File: src/rtl/pipe_stage_chain.sv
// Purpose : chain of NSTAGES payload/valid pipeline registers with central stall, flush, bubble insert.
// Latency : in_data captured on edge n is visible on stage k after edge n+k; 1 transfer/cycle unstalled.
// Backpr. : a stall on stage k holds stages 0..k; stall_out (= hold of stage 0) freezes fetch combinationally.
//
// Ports:
//   clk, rst          rising-edge clock, asynchronous active-low reset
//   in_data/in_valid  payload and valid from fetch into stage 0
//   stall_vec         per-stage hold request (bit k holds stage k and everything upstream)
//   flush_vec         per-stage flush (stage becomes a bubble, beats hold)
//   cnt_clr           synchronous clear of both event counters
//   out_data          stage k payload at [k*WIDTH +: WIDTH]
//   out_valid         per-stage valid bit
//   stall_out         fetch/PC must hold this cycle
//   bubble_cnt        saturating count of cycles with at least one stall bubble inserted
//   flush_cnt         saturating count of cycles with any flush bit set
module pipe_stage_chain #(
  parameter int               WIDTH        = 300,
  parameter int               NSTAGES      = 4,
  parameter logic [WIDTH-1:0] BUBBLE_VALUE = '0,
  parameter int               CNT_W        = 16
) (
  input  logic                       clk,
  input  logic                       rst,
  input  logic [WIDTH-1:0]           in_data,
  input  logic                       in_valid,
  input  logic [NSTAGES-1:0]         stall_vec,
  input  logic [NSTAGES-1:0]         flush_vec,
  input  logic                       cnt_clr,
  output logic [NSTAGES*WIDTH-1:0]   out_data,
  output logic [NSTAGES-1:0]         out_valid,
  output logic                       stall_out,
  output logic [CNT_W-1:0]           bubble_cnt,
  output logic [CNT_W-1:0]           flush_cnt
);

  logic [WIDTH-1:0]   data_q [NSTAGES];
  logic [WIDTH-1:0]   data_d [NSTAGES];
  logic [NSTAGES-1:0] valid_q;
  logic [NSTAGES-1:0] valid_d;
  logic [NSTAGES-1:0] hold;
  logic [NSTAGES-1:1] bub_ins;
  logic [CNT_W-1:0]   bubble_cnt_q, bubble_cnt_d;
  logic [CNT_W-1:0]   flush_cnt_q, flush_cnt_d;

  // A stage holds if it or any downstream stage is stalled; written as a
  // shift-and-reduce so there is no combinational self-dependency in hold.
  always_comb begin
    hold = '0;
    for (int k = 0; k < NSTAGES; k++) begin
      hold[k] = |(stall_vec >> k);
    end
  end

  assign stall_out = hold[0];

  // Next-state per stage, rules in priority order: flush, hold, bubble, advance.
  always_comb begin
    for (int k = 0; k < NSTAGES; k++) begin
      data_d[k]  = data_q[k];
      valid_d[k] = valid_q[k];
    end
    bub_ins = '0;

    // Stage 0 is fed from fetch; it never receives a stall bubble.
    if (flush_vec[0]) begin
      data_d[0]  = BUBBLE_VALUE;
      valid_d[0] = 1'b0;
    end else if (!hold[0]) begin
      data_d[0]  = in_data;
      valid_d[0] = in_valid;
    end

    for (int k = 1; k < NSTAGES; k++) begin
      if (flush_vec[k]) begin
        data_d[k]  = BUBBLE_VALUE;
        valid_d[k] = 1'b0;
      end else if (hold[k]) begin
        data_d[k]  = data_q[k];
        valid_d[k] = valid_q[k];
      end else if (hold[k-1]) begin
        // Upstream is frozen but this stage drains: fill the gap with a bubble.
        data_d[k]  = BUBBLE_VALUE;
        valid_d[k] = 1'b0;
        bub_ins[k] = 1'b1;
      end else begin
        data_d[k]  = data_q[k-1];
        valid_d[k] = valid_q[k-1];
      end
    end
  end

  // Saturating event counters; clear wins over increment.
  always_comb begin
    bubble_cnt_d = bubble_cnt_q;
    flush_cnt_d  = flush_cnt_q;
    if (cnt_clr) begin
      bubble_cnt_d = '0;
      flush_cnt_d  = '0;
    end else begin
      if ((|bub_ins) && (bubble_cnt_q != {CNT_W{1'b1}})) begin
        bubble_cnt_d = bubble_cnt_q + 1'b1;
      end
      if ((|flush_vec) && (flush_cnt_q != {CNT_W{1'b1}})) begin
        flush_cnt_d = flush_cnt_q + 1'b1;
      end
    end
  end

  always_ff @(posedge clk or negedge rst) begin
    if (!rst) begin
      for (int k = 0; k < NSTAGES; k++) begin
        data_q[k] <= BUBBLE_VALUE;
      end
      valid_q      <= '0;
      bubble_cnt_q <= '0;
      flush_cnt_q  <= '0;
    end else begin
      for (int k = 0; k < NSTAGES; k++) begin
        data_q[k] <= data_d[k];
      end
      valid_q      <= valid_d;
      bubble_cnt_q <= bubble_cnt_d;
      flush_cnt_q  <= flush_cnt_d;
    end
  end

  for (genvar g = 0; g < NSTAGES; g++) begin : g_out
    assign out_data[g*WIDTH +: WIDTH] = data_q[g];
  end

  assign out_valid  = valid_q;
  assign bubble_cnt = bubble_cnt_q;
  assign flush_cnt  = flush_cnt_q;

endmodule

File: config.mk
export PLATFORM = sky130hd
export DESIGN_NAME = pipe_stage_chain
export DESIGN_NICKNAME = d
export VERILOG_FILES = /design/src/rtl/pipe_stage_chain.sv
export SDC_FILE = /design/constraint.sdc
export NUM_CORES = 1
export LEC_CHECK = 0
export ABC_AREA = 1
export ABC_CLOCK_PERIOD_IN_PS = 1900
export CAP_MARGIN = 30
export CELL_PAD_IN_SITES_DETAIL_PLACEMENT = 1
export CELL_PAD_IN_SITES_GLOBAL_PLACEMENT = 1
export CORE_AREA = 2 2 610 612
export CTS_BUF_LIST = sky130_fd_sc_hd__clkbuf_8
export DETAILED_ROUTE_END_ITERATION = 10
export DIE_AREA = 0 0 612 614
export PLACE_DENSITY_LB_ADDON = 0.1
export REMOVE_ABC_BUFFERS = 1
export SETUP_SLACK_MARGIN = 0.05
export SLEW_MARGIN = 40
export SYNTH_ARGS = -nofsm -noshare
export SYNTH_HDL_FRONTEND = slang
export SYNTH_SLANG_ARGS = --single-unit
File: constraint.sdc
create_clock -name clk -period 1.9 [get_ports clk]
set_input_delay 0.285 -clock clk [delete_from_list [all_inputs] [get_ports clk]]
set_output_delay 0.285 -clock clk [all_outputs]
set_load 0.01 [all_outputs]
======== Word level (Yosys, flattened, before mapping) ========
Cells that the tools add are included.
cells by class
  add/sub/neg operators ................... 2
  equality and inequality tests ........... 6
  muxes and demuxes ....................... 35
  reduce and logical (&&, ||, !) cells .... 9
operators by type and width
  cell                   number
  $mux 300               11
  $mux 16                4
  $add 16x1->16 const B  2
  $ne 16x16->1 const B   2
  $mux 1                 20
  $reduce_or 4->1        2
  $ne 2x2->1 const B     3
  $reduce_or 3->1        2
  $reduce_bool 2->1      2
  $logic_and 1x1->1      2
  $ne 2x1->1 const B     1
  $reduce_or 2->1        1
storage, ports and cells
  register bits ........................... 1236
  output and inout bits ................... 1237
  logic and storage cells ................. 62

======== Logic depth before layout (Yosys ltp) ========
Gate-level depths: netlist of the first run.
  depth in word-level cells ............... 8
  depth in mapped cells ................... 10

======== Least setup slack after synthesis of the first run ========
No wires, ideal clock.
  path type ............................... register to register
  start ................................... reg bubble_cnt_q[1] (netlist: bubble_cnt[1])
  end ..................................... reg bubble_cnt_q[8] (netlist: bubble_cnt[8])
  setup time .............................. 0.117 ns
  data arrival time ....................... 1.440 ns
  slack ................................... 0.343 ns
  cell stages (with the launch flop) ...... 11
  path buffers ............................ 0
  clock period less this slack ............ 1.557 ns
  path through ............................ dfrtp_1 ha_1 nand2_2 nor2_4 nand2_2 nor2_4 inv_2 nand2_4 nand2_4 nand2_1 nand2_1
between the ends
  longest elaborated chain between the ends .. 3
  elaborated cells between the ends (all ways) .. 6
  classes of those cells .................. 1 x add/sub; 1 x eq/ne; 2 x mux; 2 x reduce/logical
ends and longest elaborated chain
  what                                                  line      text
  from (decl)                                           42        logic [CNT_W-1:0] bubble_cnt_q, bubble_cnt_d;
  from (signal assigned)                                122       bubble_cnt_q <= bubble_cnt_d;
  $add 16x1->16 / $ne 16x16->1 (equally long branches)  101, 100
  $mux 16 / $logic_and 1x1->1 (equally long branches)   100       if ((|bub_ins) && (bubble_cnt_q != {CNT_W{1'b1}})) begin
  $mux 16 / $reduce_bool 2->1 (equally long branches)   -
Several ways; a longest one is shown, not always the timed one. The select of a mux whose other input is x is not followed.
A chain may end at the register's enable or synchronous reset.

======== Worst setup path in the final report of the first run ========
  start ................................... reg data_q (netlist bit out_data[743])
  end ..................................... out out_data[743]
RTL lines
  what                               line  text
  from (decl)                        36    logic [WIDTH-1:0] data_q [NSTAGES];
  from (signal, indexed assignment)  119   data_q[k] <= data_d[k];
  to (decl)                          29    output logic [NSTAGES*WIDTH-1:0] out_data,
No word-level cell between the ends.

==> results by stage, run 1 <==
Placement:
- Port buffering added 1548 buffers.
- The post-place setup slack is -0.602 ns.
- The placed wire-length estimate after detailed placement is 253 mm.
- The placed instance area is 0.0738 mm^2.
- Routability-driven placement finished with a final weighted congestion of 0.789.

STA:
- The hold violation total from the final report is 0.
- The clock tree skew after final layout is 0.0576 ns.
- The worst setup margin is -0.0574 ns.
- The aggregate negative setup slack is -0.184 ns.
- The slew at the pin with the worst max-slew slack is 0.750 ns.
- Hold is met by 0.146 ns.
- Headroom to the max-slew limit came out at 50.0%.
- The time the final worst path needs with I/O delays and setup is 1.96 ns.
- The number of max-slew violations in the final report was 0.
- Setup repair after global routing could not meet its margin everywhere.
- After layout, the worst path uses 103% of the clock period.
- Static timing analysis puts the maximum clock frequency at 0.511 GHz.
- The setup violation total in the final timing report is 8.

Clock tree:
- Clock tree synthesis selected as its root buffer the cell sky130_fd_sc_hd__clkbuf_8.
- The count of H-tree levels built during CTS is 5.
- The CTS buffer count is 275.
- The longest clock path from root to sink contains 4 buffers.
- The TritonCTS clock tree is yes.
- Clock-pin slew was measured on the worst setup and hold paths at 0.06 ns.
- Clock latency on the worst-skew pair, taken at its later pin, is 1.02 ns.
- The total clock sinks is 1236.

Setup path:
- In this design, the largest share of critical-path delay is due to flip-flops.
- The signal on the critical path passes through buf_12, buf_6.
- The type of element launching the critical path is a flop.
- Data on the critical path arrives at its endpoint at 1.67 ns.
- For this run, the slowest stage of the critical path takes 0.40 ns.
- The worst path buffer plus inverter count is 2.
- The required time of the critical path is 1.62 ns.
- The maximum fanout encountered on the critical timing path is 2.
- The setup check on the worst reg-to-reg path leaves a slack of 0.15 ns.
- STA classifies the critical path endpoint as an output pin.
- The slowest stage of the critical path belongs to the cell sky130_fd_sc_hd__dfrtp_1.
- The critical path is of the flop to output pin type.

Logic synthesis:
- The synthesized netlist devotes 0.0503% of its cell area to adder and majority cells.
- The synthesized design devotes to its leading area cell type 62.2% of total area.
- The share of the yosys chip area belonging to registers is 62.2%.
- The synthesized netlist contains 28 unique library cells.
- By count the netlist is led by sky130_fd_sc_hd__dfrtp_1 (1236), sky130_fd_sc_hd__inv_1 (933), sky130_fd_sc_hd__nand3_1 (630).
- Multiplexer cells account for 0% of the synthesized area.
- The mean post-synth cell area is 10.6 um^2.
- In this run, synthesis produced a sequential element count of 1236.
- The async set or reset register ratio after synthesis is 100%.
- The synthesized cell area is 0.0498 mm^2.
- The count of flip-flops with a built-in enable after synthesis is 0.
- By area the synthesized netlist is led by sky130_fd_sc_hd__dfrtp_1 (62%), sky130_fd_sc_hd__o32ai_1 (11%), sky130_fd_sc_hd__inv_1 (7.0%).
- The xor and xnor area share after synthesis is 0.158%.
- The compound-cell area share of the yosys netlist is 18.3%.
- The synthesis warning total is 0.
- Synthesis produced a netlist whose cell count is 4676.
- The commonest register cell after synthesis is sky130_fd_sc_hd__dfrtp_1.
- The biggest area contributor in the post-synthesis netlist is sky130_fd_sc_hd__dfrtp_1.
- By area, the combinational part of the netlist is dominated by compound AO/OA/AOI/OAI gates.
- The area share of and/or/nand/nor cells after synthesis is 8.32%.
- The most frequent cell after synthesis is sky130_fd_sc_hd__dfrtp_1.

Die:
- During I/O placement, the number of pins put on the boundary was 1549.
- The floorplan step defined a die boundary enclosing 0.376 mm^2.
- The core region is 0.370 mm^2.
- The die is 612 um wide.
- The floorplan row count is 224.
- The die extent in y is 614 um.
- For this configuration, the core starts out at a cell density of 13.4%.

Route:
- The overall routed net length is 337 mm.
- The length of the first detailed-routing pass in iterations is 5.
- The average via count per standard cell is 3.91.
- The number of routed nets with antenna violations is 0.
- Dividing the detail-routed wire length by the instance count gives 27.1 um.
- The DRC violation total after the first TritonRoute iteration is 2457.
- For this block, the via count after detailed routing is 48600.
- The number of remaining DRC errors is 0.

Finish:
- The proportion of layout cells with a drive suffix above 1 is 34.8%.
- After the last flow step, the layout net total stands at 7566.
- Once layout is done, the placed cells without fillers occupy 0.0864 mm^2.
- The layout-stage area growth over the synthesis result is 73.6%.

GRT:
- Entering global routing, the biggest net connects 104 pins.
- The global-route wire length before repair is 453 mm.
- The total global-route track usage is 17.1%.
- Global routing finished with a remaining overflow of 0.
- The number of global-route vias before repair is 51500.
- The number of antenna violations at the first check in global routing is 20.

Pwr:
- For this design the ratio of total power to cell area is 762 mW/mm^2.
- The highest ir drop seen on vdd is 0.000392 V.
- Summed over all cells, the static leakage comes to 38.3 nW.

Outcome:
- The checks that failed: setup timing.
- The run finished, with violations left.

Worst hold path:
- The path class of the tightest hold or removal check is input port to flop.

Job:
- Across the run, the number of max-cap violations was 0.
-- report_power, final --
group,leakage (nW),switching (mW),internal [mW]
combinational,18.5,4.80,3.35
clock,3.02,14.1,16.0
sequential,16.8,0.490,27.0
-- layout by cell type, fill, tap and decap left out, types with 7 or more instances in the layout --
cell type / synthesis / routed
sky130_fd_sc_hd__inv_1: 933 / 1031
sky130_fd_sc_hd__o32ai_1: 602 / 602
sky130_fd_sc_hd__nand4_1: 21 / 21
sky130_fd_sc_hd__nand2_1: 122 / 118
sky130_fd_sc_hd__clkdlybuf4s50_1: 0 / 304
sky130_fd_sc_hd__clkinvlp_4: 0 / 11
sky130_fd_sc_hd__dlygate4sd3_1: 0 / 306
sky130_fd_sc_hd__diode_2: 0 / 11
sky130_fd_sc_hd__inv_8: 0 / 7
sky130_fd_sc_hd__buf_2: 207 / 37
sky130_fd_sc_hd__dfrtp_2: 0 / 70
sky130_fd_sc_hd__clkbuf_8: 0 / 328
sky130_fd_sc_hd__buf_4: 19 / 756
sky130_fd_sc_hd__xor2_1: 8 / 8
sky130_fd_sc_hd__o21ai_1: 48 / 48
sky130_fd_sc_hd__dfrtp_1: 1236 / 1166
sky130_fd_sc_hd__o21ai_0: 261 / 261
sky130_fd_sc_hd__clkbuf_2: 0 / 196
sky130_fd_sc_hd__buf_12: 0 / 125
sky130_fd_sc_hd__nand3_1: 630 / 630
sky130_fd_sc_hd__o31ai_1: 301 / 301
sky130_fd_sc_hd__nor2_1: 43 / 42
sky130_fd_sc_hd__buf_8: 0 / 7
sky130_fd_sc_hd__buf_6: 1 / 1003
-- sequential cells by signal, indices dropped and copies added, names as in the netlist --
name and cells:
out_data 1200, bubble_cnt 16, flush_cnt 16, out_valid 4
-- routing by layer --
layer,GRT usage (%),vias to the layer above,routed length [um]
met1,19.8,25300,133000
met3,4.52,412,20900
met5,0,-,63
met4,4.70,8,9710
li1,-,21600,-
met2,31.0,1316,173000
-- final timing paths --
path,startpoint,endpoint,depth (start not counted)
setup / recovery,out_data[743],out_data[743],2
hold / removal,stall_vec[3],out_data[691],6
setup reg to reg,flush_cnt[0],flush_cnt[7],11
hold reg to reg,out_data[1104],out_data[1104],2
max in group asynchronous,rst,out_data[516],3
min in group asynchronous,rst,out_data[395],3
-- cells by family after synthesis --
kind of cell,Yosys count
AO/OA/AOI/OAI,1213
flip-flops,1236
buffers and inverters,1376
AND/OR/NAND/NOR,840
XOR/XNOR,9
adder cells (fa/ha/maj),2
-- per-stage QoR --
step,util [%],power [mW],cells
2_1_floorplan,-,29.6,4237
3_3_place_gp,19.9,35.7,11100
3_5_place_dp,19.9,35.6,11100
4_1_cts,22.6,67.3,12100
5_1_grt,23.3,69.1,12400
6_report,23.3,65.8,12400
-- worst register-to-register path, stage by stage, from the launching register on --
cell                      delay, ns
sky130_fd_sc_hd__dfrtp_2       0.43
sky130_fd_sc_hd__buf_4         0.16
sky130_fd_sc_hd__ha_2          0.21
sky130_fd_sc_hd__nand3_4       0.08
sky130_fd_sc_hd__inv_1         0.08
sky130_fd_sc_hd__nand2_2       0.09
sky130_fd_sc_hd__nor2_4        0.05
sky130_fd_sc_hd__nor2_4        0.20
sky130_fd_sc_hd__nor2_4        0.06
sky130_fd_sc_hd__buf_12        0.15
sky130_fd_sc_hd__nand2_1       0.07
sky130_fd_sc_hd__nand2_1       0.05
-- timing repair --
item,4_1_cts,5_1_grt
resized for setup,5330,1657
setup buffers,194,326
gates cloned,0,1
hold buffers,306,0
setup endpoints to repair,1237,1265
hold endpoints to repair,1764,0
pin swaps,0,5
-- cell type report --
cell class              instances  area (um^2)
clock buffers                 328         4510
flip-flops and latches       1236        31000
inverters                     937         3540
multi-input cells            2065        13400
diodes                         11         27.5
repair buffers               2737        26900
fillers                     42200       284000
well taps                    4972         6220
clock inverters               130          734
Power figures use the tool's default switching activity.
==> run 2: changes to the inputs <==
--- a/config.mk
+++ b/config.mk
@@ -5,15 +5,14 @@
 export SDC_FILE = /design/constraint.sdc
 export NUM_CORES = 1
 export LEC_CHECK = 0
-export ABC_AREA = 1
 export ABC_CLOCK_PERIOD_IN_PS = 1900
 export CAP_MARGIN = 30
 export CELL_PAD_IN_SITES_DETAIL_PLACEMENT = 1
 export CELL_PAD_IN_SITES_GLOBAL_PLACEMENT = 1
-export CORE_AREA = 2 2 610 612
+export CORE_AREA = 2 2 598 600
 export CTS_BUF_LIST = sky130_fd_sc_hd__clkbuf_8
 export DETAILED_ROUTE_END_ITERATION = 10
-export DIE_AREA = 0 0 612 614
+export DIE_AREA = 0 0 600 602
 export PLACE_DENSITY_LB_ADDON = 0.1
 export REMOVE_ABC_BUFFERS = 1
 export SETUP_SLACK_MARGIN = 0.05
==> constraint.sdc (replaced) <==
create_clock -name clk -period 1.9 [get_ports clk]
set_input_delay 0.285 -clock clk [delete_from_list [all_inputs] [get_ports clk]]
set_output_delay 0.285 -clock clk [all_outputs]
set_load 0.1 [all_outputs]
==> run 2 against run 1 <==
Compared with the run above: the run still ends with setup timing left; combinational power is 23% lower; area after synthesis fell by 9.4%; core utilization grew 4.9 points; maximum frequency decreased by 1.7%; cell area is 16% higher; cell count down 4.5%; register-to-register slack worse by 0.21 ns; die area decreased by 3.9%; via count decreased by 7.5%; sequential cell count unchanged; critical endpoint is now bubble_cnt[13]; largest power group unchanged; highest routed layer unchanged.
==> results by stage, run 2 <==
STA:
- The time the final worst path needs with I/O delays and setup is 1.99 ns (was 1.96 ns).
- The final hold slack was 0.141 ns (was 0.146 ns).
- The ratio of final minimum period to clock period came to 105% (was 103%).
- The worst setup margin is -0.0921 ns (was -0.0574 ns).
- The number of max-slew violations in the final report is 0 (unchanged).
- The clock tree skew after final layout came to 0.0493 ns (was 0.0576 ns).
- The setup violation total in the final timing report is 91 (was 8).
- Setup repair after global routing missed its margin: true (unchanged).
- The relative slew slack is 63.6% (was 50.0%).
- The hold violation total from the final report came to 0 (unchanged).
- The maximum frequency from static timing analysis is 0.502 GHz (was 0.511 GHz).
- The slew at the pin with the worst max-slew slack came to 0.546 ns (was 0.750 ns).

Clock tree:
- The total clock sinks came to 1236 (unchanged).
- The CTS buffer count is 273 (was 275).
- The clock tree buffer depth came to 4 (unchanged).
- The register clock-pin slew on the reported worst setup and hold paths is 0.06 ns (about the same).
- The TritonCTS clock tree is yes (unchanged).
- The count of H-tree levels built during CTS is 5 (unchanged).
- The CTS root buffer is sky130_fd_sc_hd__clkbuf_8 (unchanged).
- The clock latency at the later pin of the worst-skew pair is 0.98 ns (was 1.02 ns).

Logic synthesis:
- The share of the synthesized area in the top cell type is 68.6% (was 62.2%).
- The commonest register cell after synthesis is sky130_fd_sc_hd__dfrtp_1 (unchanged).
- The area share of and/or/nand/nor cells after synthesis is 6.49% (was 8.32%).
- Commonest cells post-synth: sky130_fd_sc_hd__dfrtp_1 (1236), sky130_fd_sc_hd__a22o_1 (903), sky130_fd_sc_hd__nand2_1 (615) (was sky130_fd_sc_hd__dfrtp_1 (1236), sky130_fd_sc_hd__inv_1 (933), sky130_fd_sc_hd__nand3_1 (630)).
- The main combinational cell family by area after synthesis is compound AO/OA/AOI/OAI gates (unchanged).
- The compound-cell area share of the yosys netlist is 21.6% (was 18.3%).
- The synthesized cell area is 0.0451 mm^2 (was 0.0498 mm^2).
- The xor and xnor area share after synthesis is 0% (was 0.158%).
- The most frequent cell after synthesis is sky130_fd_sc_hd__dfrtp_1 (unchanged).
- The number of library cell types mapped by synthesis is 44 (was 28).
- The async set or reset register ratio after synthesis was 100% (unchanged).
- The synthesis warning total was 0 (unchanged).
- The count of flip-flops with a built-in enable after synthesis is 0 (unchanged).
- The adder-cell share of the synthesized area is 0.0555% (was 0.0503%).
- The dominant cell type by area after synthesis was sky130_fd_sc_hd__dfrtp_1 (unchanged).
- The mean post-synth cell area is 12.8 um^2 (was 10.6 um^2).
- The multiplexer fraction of the synthesized cell area came to 0.272% (was 0%).
- Top post-synthesis cells by area: sky130_fd_sc_hd__dfrtp_1 (69%), sky130_fd_sc_hd__a22o_1 (18%), sky130_fd_sc_hd__nand2_1 (5.1%) (was sky130_fd_sc_hd__dfrtp_1 (62%), sky130_fd_sc_hd__o32ai_1 (11%), sky130_fd_sc_hd__inv_1 (7.0%)).
- The count of state elements after synthesis was 1236 (unchanged).
- The share of the yosys chip area belonging to registers is 68.6% (was 62.2%).
- The synthesized netlist cell count is 3533 (was 4676).

Pwr:
- The share of total power in sequential cells was 42.3% (was 41.8%).
- The share of power burned in the clock network is 47.7% (was 45.8%).
- The highest ir drop seen on vdd is 0.000498 V (was 0.000392 V).
- The overall power is 63.1 mW (was 65.8 mW).
- The ratio of total power to cell area was 629 mW/mm^2 (was 762 mW/mm^2).
- The portion of total power attributed to combinational logic is 10.0% (was 12.4%).
- The net switching share of the total power is 28.5% (was 29.5%).
- The static leakage came to 44.6 nW (was 38.3 nW).
- The total internal power is 45.1 mW (was 46.4 mW).
- The switching power of the nets is 18.0 mW (was 19.4 mW).

Finish:
- The area of all placed cells without fillers is 0.100 mm^2 (was 0.0864 mm^2).
- The proportion of layout cells with a drive suffix above 1 is 53.1% (was 34.8%).
- The layout-stage area growth over the synthesis result came to 122% (was 73.6%).
- The most frequent standard cell in the layout excluding fill and tap cells is sky130_fd_sc_hd__buf_4 (was sky130_fd_sc_hd__dfrtp_1).
- The number of nets in the layout is 7209 (was 7566).
- Commonest cells after routing, fill and taps aside: sky130_fd_sc_hd__buf_4 (1360), sky130_fd_sc_hd__buf_12 (1344), sky130_fd_sc_hd__a22o_1 (903), sky130_fd_sc_hd__dfrtp_1 (663), sky130_fd_sc_hd__nand2_1 (614) (was sky130_fd_sc_hd__dfrtp_1 (1166), sky130_fd_sc_hd__inv_1 (1031), sky130_fd_sc_hd__buf_6 (1003), sky130_fd_sc_hd__buf_4 (756), sky130_fd_sc_hd__nand3_1 (630)).
- The area taken by multi-input logic gates was 0.0132 mm^2 (was 0.0134 mm^2).
- The final-layout fill cell count is 38600 (was 42200).
- The area of all sequential standard cells was 0.0316 mm^2 (was 0.0310 mm^2).
- The number of flip-flops in the largest register is 1200 (unchanged).

Route:
- The routed via count is 44900 (was 48600).
- The routed length per instance is 26.7 um (was 27.1 um).
- The length of the first detailed-routing pass in iterations was 5 (unchanged).
- The number of remaining DRC errors is 0 (unchanged).
- The DRC violation total after the first TritonRoute iteration is 2109 (was 2457).
- The number of routed nets with antenna violations is 0 (unchanged).
- The average via count per standard cell came to 3.79 (was 3.91).
- The overall routed net length was 317 mm (was 337 mm).

GRT:
- The total global-route track usage came to 17.1% (about the same).
- The largest net degree at the start of global routing was 79 (was 104).
- The aggregate global routing overflow was 0 (unchanged).
- The number of antenna violations at the first check in global routing came to 29 (was 20).
- The number of global-route vias before repair is 49500 (was 51500).
- The global-route wire length before repair was 433 mm (was 453 mm).

Setup path:
- The required time of the critical path is 1.62 ns (about the same).
- The critical path startpoint is bubble_cnt[13] (was out_data[743]).
- The type of element launching the critical path is a flop (unchanged).
- The origin of the critical flop-to-flop path is bubble_cnt[0] (was flush_cnt[0]).
- The data arrival time of the critical path is 1.71 ns (was 1.67 ns).
- The endpoint type of the worst setup path is an output pin (unchanged).
- Cell breakdown of the critical path: buf_6, buf_12 (was buf_12, buf_6).
- The maximum fanout encountered on the critical timing path is 2 (unchanged).
- The type of the setup path with the least slack is flop to output pin (unchanged).
- The slowest cell on the critical path was sky130_fd_sc_hd__dfrtp_1 (unchanged).
- The maximum cell stage delay along the critical path is 0.41 ns (was 0.40 ns).

Worst hold path:
- The startpoint of the lowest-slack hold path is stall_vec[0] (was stall_vec[3]).
- The type of the tightest min-delay check is input port to flop (unchanged).

Die:
- The area of the die came to 0.361 mm^2 (was 0.376 mm^2).
- The die extent in y is 602 um (was 614 um).
- The floorplan row count was 219 (was 224).
- The placeable core area is 0.355 mm^2 (was 0.370 mm^2).
- The I/O pin count is 1549 (unchanged).
- The effective utilization at floorplan is 12.7% (was 13.4%).
- The width of the die is 600 um (was 612 um).

Job:
- The number of maximum-capacitance violations is 0 (unchanged).

Placement:
- The placed wire-length estimate after detailed placement is 226 mm (was 253 mm).
- The final RePlAce weighted congestion is 0.797 (was 0.789).
- The post-place setup slack is -0.702 ns (was -0.602 ns).
- The number of port buffers came to 1548 (unchanged).
- The placed instance area is 0.0705 mm^2 (was 0.0738 mm^2).

Outcome:
- Run status: finished, violations left (unchanged).
- Violated checks: setup timing (unchanged).
==> run 2: cell count changes after synthesis, sizes merged, moves of 36 or more <==
cell / previous run / this run
o21ai: 309 / 4
nor2: 54 / 18
a22o: 0 / 903
a21oi: 0 / 319
o32ai: 602 / 0
nand2: 130 / 615
o31ai: 301 / 13
inv: 937 / 7
nand3: 631 / 10
buf: 236 / 95
==> run 2: final cells by class <==
type                       instances  area share [%]
clock inverter                   141           0.740
inverter                           7          0.0424
antenna                           10          0.0250
sequential                      1236            31.6
multi-input combinational       1980            13.1
timing repair buffer            3397            44.0
tap                             4751            5.93
clock buffer                     330            4.53
==> run 2: metal layers <==
| metal | part of all wire (%) | vias up | GRT usage [%] |
|---|---|---|---|
| li1 | - | 19700 | - |
| met1 | 38 | 23500 | 19.2 |
| met2 | 52 | 1341 | 31.0 |
| met3 | 6.2 | 409 | 4.38 |
| met4 | 3.5 | 18 | 5.41 |
| met5 | 0.037 | - | 0 |
==> run 2: what timing repair did <==
item | CTS | global route
resized for setup | 3296 | 83
pin swaps | 10 | 21
endpoints found under the hold margin | 1554 | 9
buffers inserted | 1016 | 141
gates cloned | 0 | 2
endpoints found under the setup margin | 1256 | 1268
hold buffers | 333 | 1
==> run 2: power groups by stage <==
stage	combinational, mW	sequential [mW]	clock (mW)
2_1_floorplan	0.703	28.2	0
3_3_place_gp	5.16	27.2	0
3_5_place_dp	5.16	27.2	0
4_1_cts	6.42	26.7	31.4
5_1_grt	6.69	26.7	32.5
6_report	6.29	26.7	30.1
==> run 2: per-stage QoR <==
stage,instances,setup TNS (ns),utilization (%)
2_1_floorplan,3223,-,-
3_3_place_gp,9880,-664.69,19.9
3_5_place_dp,9880,-645.82,19.9
4_1_cts,11700,-201.88,27.9
5_1_grt,11800,-129.74,28.3
6_report,11900,-2.97,28.3
==> run 2: critical path, delay by kind of cell (launching register included) <==
family,cells,cell delay [ns]
buf+inv,2,0.31
flops,1,0.41
==> run 2: path summary, 6_finish.rpt <==
kind / to / cells after the start / slack (ns)
setup / recovery: bubble_cnt[13] / 2 / -0.09
hold / removal: out_data[87] / 7 / 0.14
setup reg to reg: bubble_cnt[12] / 8 / -0.06
hold reg to reg: out_data[441] / 1 / 0.54
max in group asynchronous: out_data[893] / 6 / 0.40
min in group asynchronous: out_data[664] / 4 / 0.68
==> run 2: cells by family after synthesis <==
| group | after synthesis |
|---|---|
| AO/OA/AOI/OAI | 1253 |
| adder cells (fa/ha/maj) | 2 |
| AND/OR/NAND/NOR | 714 |
| multiplexers | 11 |
| buffers and inverters | 317 |
| flip-flops | 1236 |
==> run 3: changes to the inputs <==
==> constraint.sdc (replaced) <==
create_clock -name clk -period 1.9 [get_ports clk]
set_input_delay 0.38 -clock clk [delete_from_list [all_inputs] [get_ports clk]]
set_output_delay 0.38 -clock clk [all_outputs]
set_load 0.1 [all_outputs]
==> run 3 against run 2 <==
Compared with the run above: die area did not move; cell count shrank 0.20%; sequential power about the same; critical path type unchanged; critical endpoint is now flush_cnt[1]; the run still ends with setup timing left; sequential share of layout area increased by 0.14 points.
==> results by stage, run 3 (synthesis gave the netlist of run 2 again) <==
Placement:
- The number of port buffers came to 1548 (unchanged).
- The number of placed instances with taps included is 9893 (was 9880).
- The placed instance area is 0.0806 mm^2 (was 0.0705 mm^2).
- The post-place setup slack is -0.734 ns (was -0.702 ns).
- The placed wire-length estimate after detailed placement is 236 mm (was 226 mm).
- The final RePlAce weighted congestion is 0.778 (was 0.797).

Finish:
- The most frequent standard cell in the layout excluding fill and tap cells is sky130_fd_sc_hd__buf_4 (unchanged).
- The proportion of layout cells with a drive suffix above 1 is 52.6% (was 53.1%).
- Commonest cells after routing, fill and taps aside: sky130_fd_sc_hd__buf_4 (1386), sky130_fd_sc_hd__buf_12 (1333), sky130_fd_sc_hd__a22o_1 (903), sky130_fd_sc_hd__dfrtp_1 (712), sky130_fd_sc_hd__nand2_1 (614) (was sky130_fd_sc_hd__buf_4 (1360), sky130_fd_sc_hd__buf_12 (1344), sky130_fd_sc_hd__a22o_1 (903), sky130_fd_sc_hd__dfrtp_1 (663), sky130_fd_sc_hd__nand2_1 (614)).
- The number of nets in the layout is 7191 (was 7209).
- The number of standard cells in the final layout excluding fillers is 11800 (was 11900).
- The number of flip-flops in the largest register is 1200 (unchanged).
- The layout-stage area growth over the synthesis result is 121% (was 122%).
- The end-of-flow core utilization is 28.1% (was 28.3%).
- The area of all placed cells without fillers was 0.0996 mm^2 (was 0.100 mm^2).

Route:
- The number of remaining DRC errors came to 0 (unchanged).
- The DRC violation total after the first TritonRoute iteration is 2239 (was 2109).
- The routed via count is 44700 (was 44900).
- The routed length per instance is 27.4 um (was 26.7 um).
- The number of routed nets with antenna violations is 0 (unchanged).
- The length of the first detailed-routing pass in iterations is 5 (unchanged).
- The average via count per standard cell is 3.78 (was 3.79).
- The overall routed net length is 324 mm (was 317 mm).

Pwr:
- The switching power of the nets was 18.0 mW (about the same).
- The net switching share of the total power is 28.8% (was 28.5%).
- The static leakage is 44.5 nW (was 44.6 nW).
- The ratio of total power to cell area came to 627 mW/mm^2 (was 629 mW/mm^2).
- The share of total power in sequential cells came to 42.7% (was 42.3%).
- The share of power burned in the clock network is 47.2% (was 47.7%).
- The total internal power is 44.5 mW (was 45.1 mW).
- The portion of total power attributed to combinational logic came to 10.1% (was 10.0%).
- The highest ir drop seen on vdd came to 0.000482 V (was 0.000498 V).

GRT:
- The aggregate global routing overflow is 0 (unchanged).
- The total global-route track usage is 17.5% (was 17.1%).
- The number of antenna violations at the first check in global routing is 28 (was 29).
- The number of global-route vias before repair is 49200 (was 49500).
- The largest net degree at the start of global routing is 83 (was 79).
- The global-route wire length before repair is 438 mm (was 433 mm).

Job:
- The number of maximum-capacitance violations is 0 (unchanged).

STA:
- The relative slew slack is 56.2% (was 63.6%).
- The time the final worst path needs with I/O delays and setup is 2.12 ns (was 1.99 ns).
- The setup violation total in the final timing report is 1247 (was 91).
- The hold violation total from the final report came to 0 (unchanged).
- The clock tree skew after final layout is 0.0645 ns (was 0.0493 ns).
- Setup repair after global routing missed its margin: true (unchanged).
- The ratio of final minimum period to clock period is 112% (was 105%).
- The number of max-slew violations in the final report is 0 (unchanged).
- The slew at the pin with the worst max-slew slack is 0.655 ns (was 0.546 ns).
- The maximum frequency from static timing analysis is 0.472 GHz (was 0.502 GHz).
- The final hold slack is 0.0716 ns (was 0.141 ns).
- The worst setup margin came to -0.220 ns (was -0.0921 ns).

Clock tree:
- The clock tree buffer depth came to 4 (unchanged).
- The CTS buffer count was 274 (was 273).
- The CTS root buffer is sky130_fd_sc_hd__clkbuf_8 (unchanged).
- The count of H-tree levels built during CTS is 5 (unchanged).
- The TritonCTS clock tree is yes (unchanged).
- The total clock sinks is 1236 (unchanged).
- The clock latency at the later pin of the worst-skew pair is 0.99 ns (was 0.98 ns).
- The register clock-pin slew on the reported worst setup and hold paths was 0.06 ns (about the same).

Setup path:
- The data arrival time of the critical path came to 1.74 ns (was 1.71 ns).
- The type of the setup path with the least slack is flop to output pin (unchanged).
- The maximum fanout encountered on the critical timing path is 3 (was 2).
- The flop-to-flop setup slack is -0.18 ns (was -0.06 ns).
- The endpoint type of the worst setup path was an output pin (unchanged).
- The type of element launching the critical path is a flop (unchanged).
- The required time of the critical path came to 1.52 ns (was 1.62 ns).

Outcome:
- Run status: finished, violations left (unchanged).
- Violated checks: setup timing (unchanged).

Die:
- The width of the die is 600 um (unchanged).
- The area of the die is 0.361 mm^2 (unchanged).
- The floorplan row count is 219 (unchanged).
- The effective utilization at floorplan came to 12.7% (unchanged).
- The I/O pin count is 1549 (unchanged).
- The die extent in y is 602 um (unchanged).
- The placeable core area is 0.355 mm^2 (unchanged).

Worst hold path:
- The type of the tightest min-delay check is input port to flop (unchanged).
## run 3: cell count changes in the layout (fill, tap and decap cells not counted), moves of 4 or more
cell                            delta
sky130_fd_sc_hd__dfrtp_1          +49
sky130_fd_sc_hd__dfrtp_2          -48
sky130_fd_sc_hd__dlygate4sd3_1    -32
sky130_fd_sc_hd__buf_4            +26
sky130_fd_sc_hd__buf_12           -11
sky130_fd_sc_hd__clkbuf_8          -9
sky130_fd_sc_hd__clkinv_2          +7
sky130_fd_sc_hd__diode_2           -4
sky130_fd_sc_hd__inv_1             +4
## run 3: worst paths after layout
path | cells past startpoint | endpoint | startpoint
worst max-delay path | 2 | flush_cnt[1] | flush_cnt[1]
worst min-delay path | 6 | out_data[87] | stall_vec[0]
worst max register to register | 9 | flush_cnt[4] | flush_cnt[0]
worst min register to register | 1 | out_data[1115] | out_data[815]
max in group asynchronous | 3 | out_data[787] | rst
min in group asynchronous | 3 | out_data[1033] | rst
## run 3: final cells by class
cell class	instances	area (um^2)
well taps	4751	5940
clock inverters	149	734
inverters	7	42.5
fillers	38500	255000
diodes	6	15.0
repair buffers	3378	43800
clock buffers	321	4420
multi-input cells	1980	13100
flip-flops and latches	1236	31600
## run 3: routing by layer
metal | vias to the layer above | track usage, % | routed length [um]
li1 | 19600 | - | -
met1 | 23300 | 19.7 | 125000
met2 | 1298 | 31.4 | 167000
met3 | 426 | 4.74 | 20300
met4 | 16 | 5.82 | 11800
met5 | - | 0 | 108
## run 3: repair_timing
action,in CTS,in global routing
setup endpoints to repair,1255,1260
gates resized for setup,859,51
hold buffers,301,0
endpoints found under the hold margin,1533,0
gates cloned,2,0
setup buffers,1043,117
pin swaps,12,17
## run 3: through the flow
stage / setup TNS, ns / power (mW)
finish: -87.66 / 62.5
global route: -252.62 / 65.3
CTS: -289.70 / 64.0
detailed placement: -646.28 / 32.7
global placement: -610.72 / 32.7
floorplan: - / 28.9
## run 3: critical path, stage by stage (launching register included)
cell and delay, ns:
sky130_fd_sc_hd__dfrtp_1 0.41, sky130_fd_sc_hd__buf_6 0.15, sky130_fd_sc_hd__buf_12 0.16
## run 3: power groups by stage
stage          clock (mW)  combinational [mW]  sequential (mW)
3_3_place_gp            0                5.48             27.2
6_report             29.5                6.29             26.7
2_1_floorplan           0               0.703             28.2
5_1_grt              32.0                6.67             26.7
4_1_cts              30.9                6.43             26.7
3_5_place_dp            0                5.49             27.2
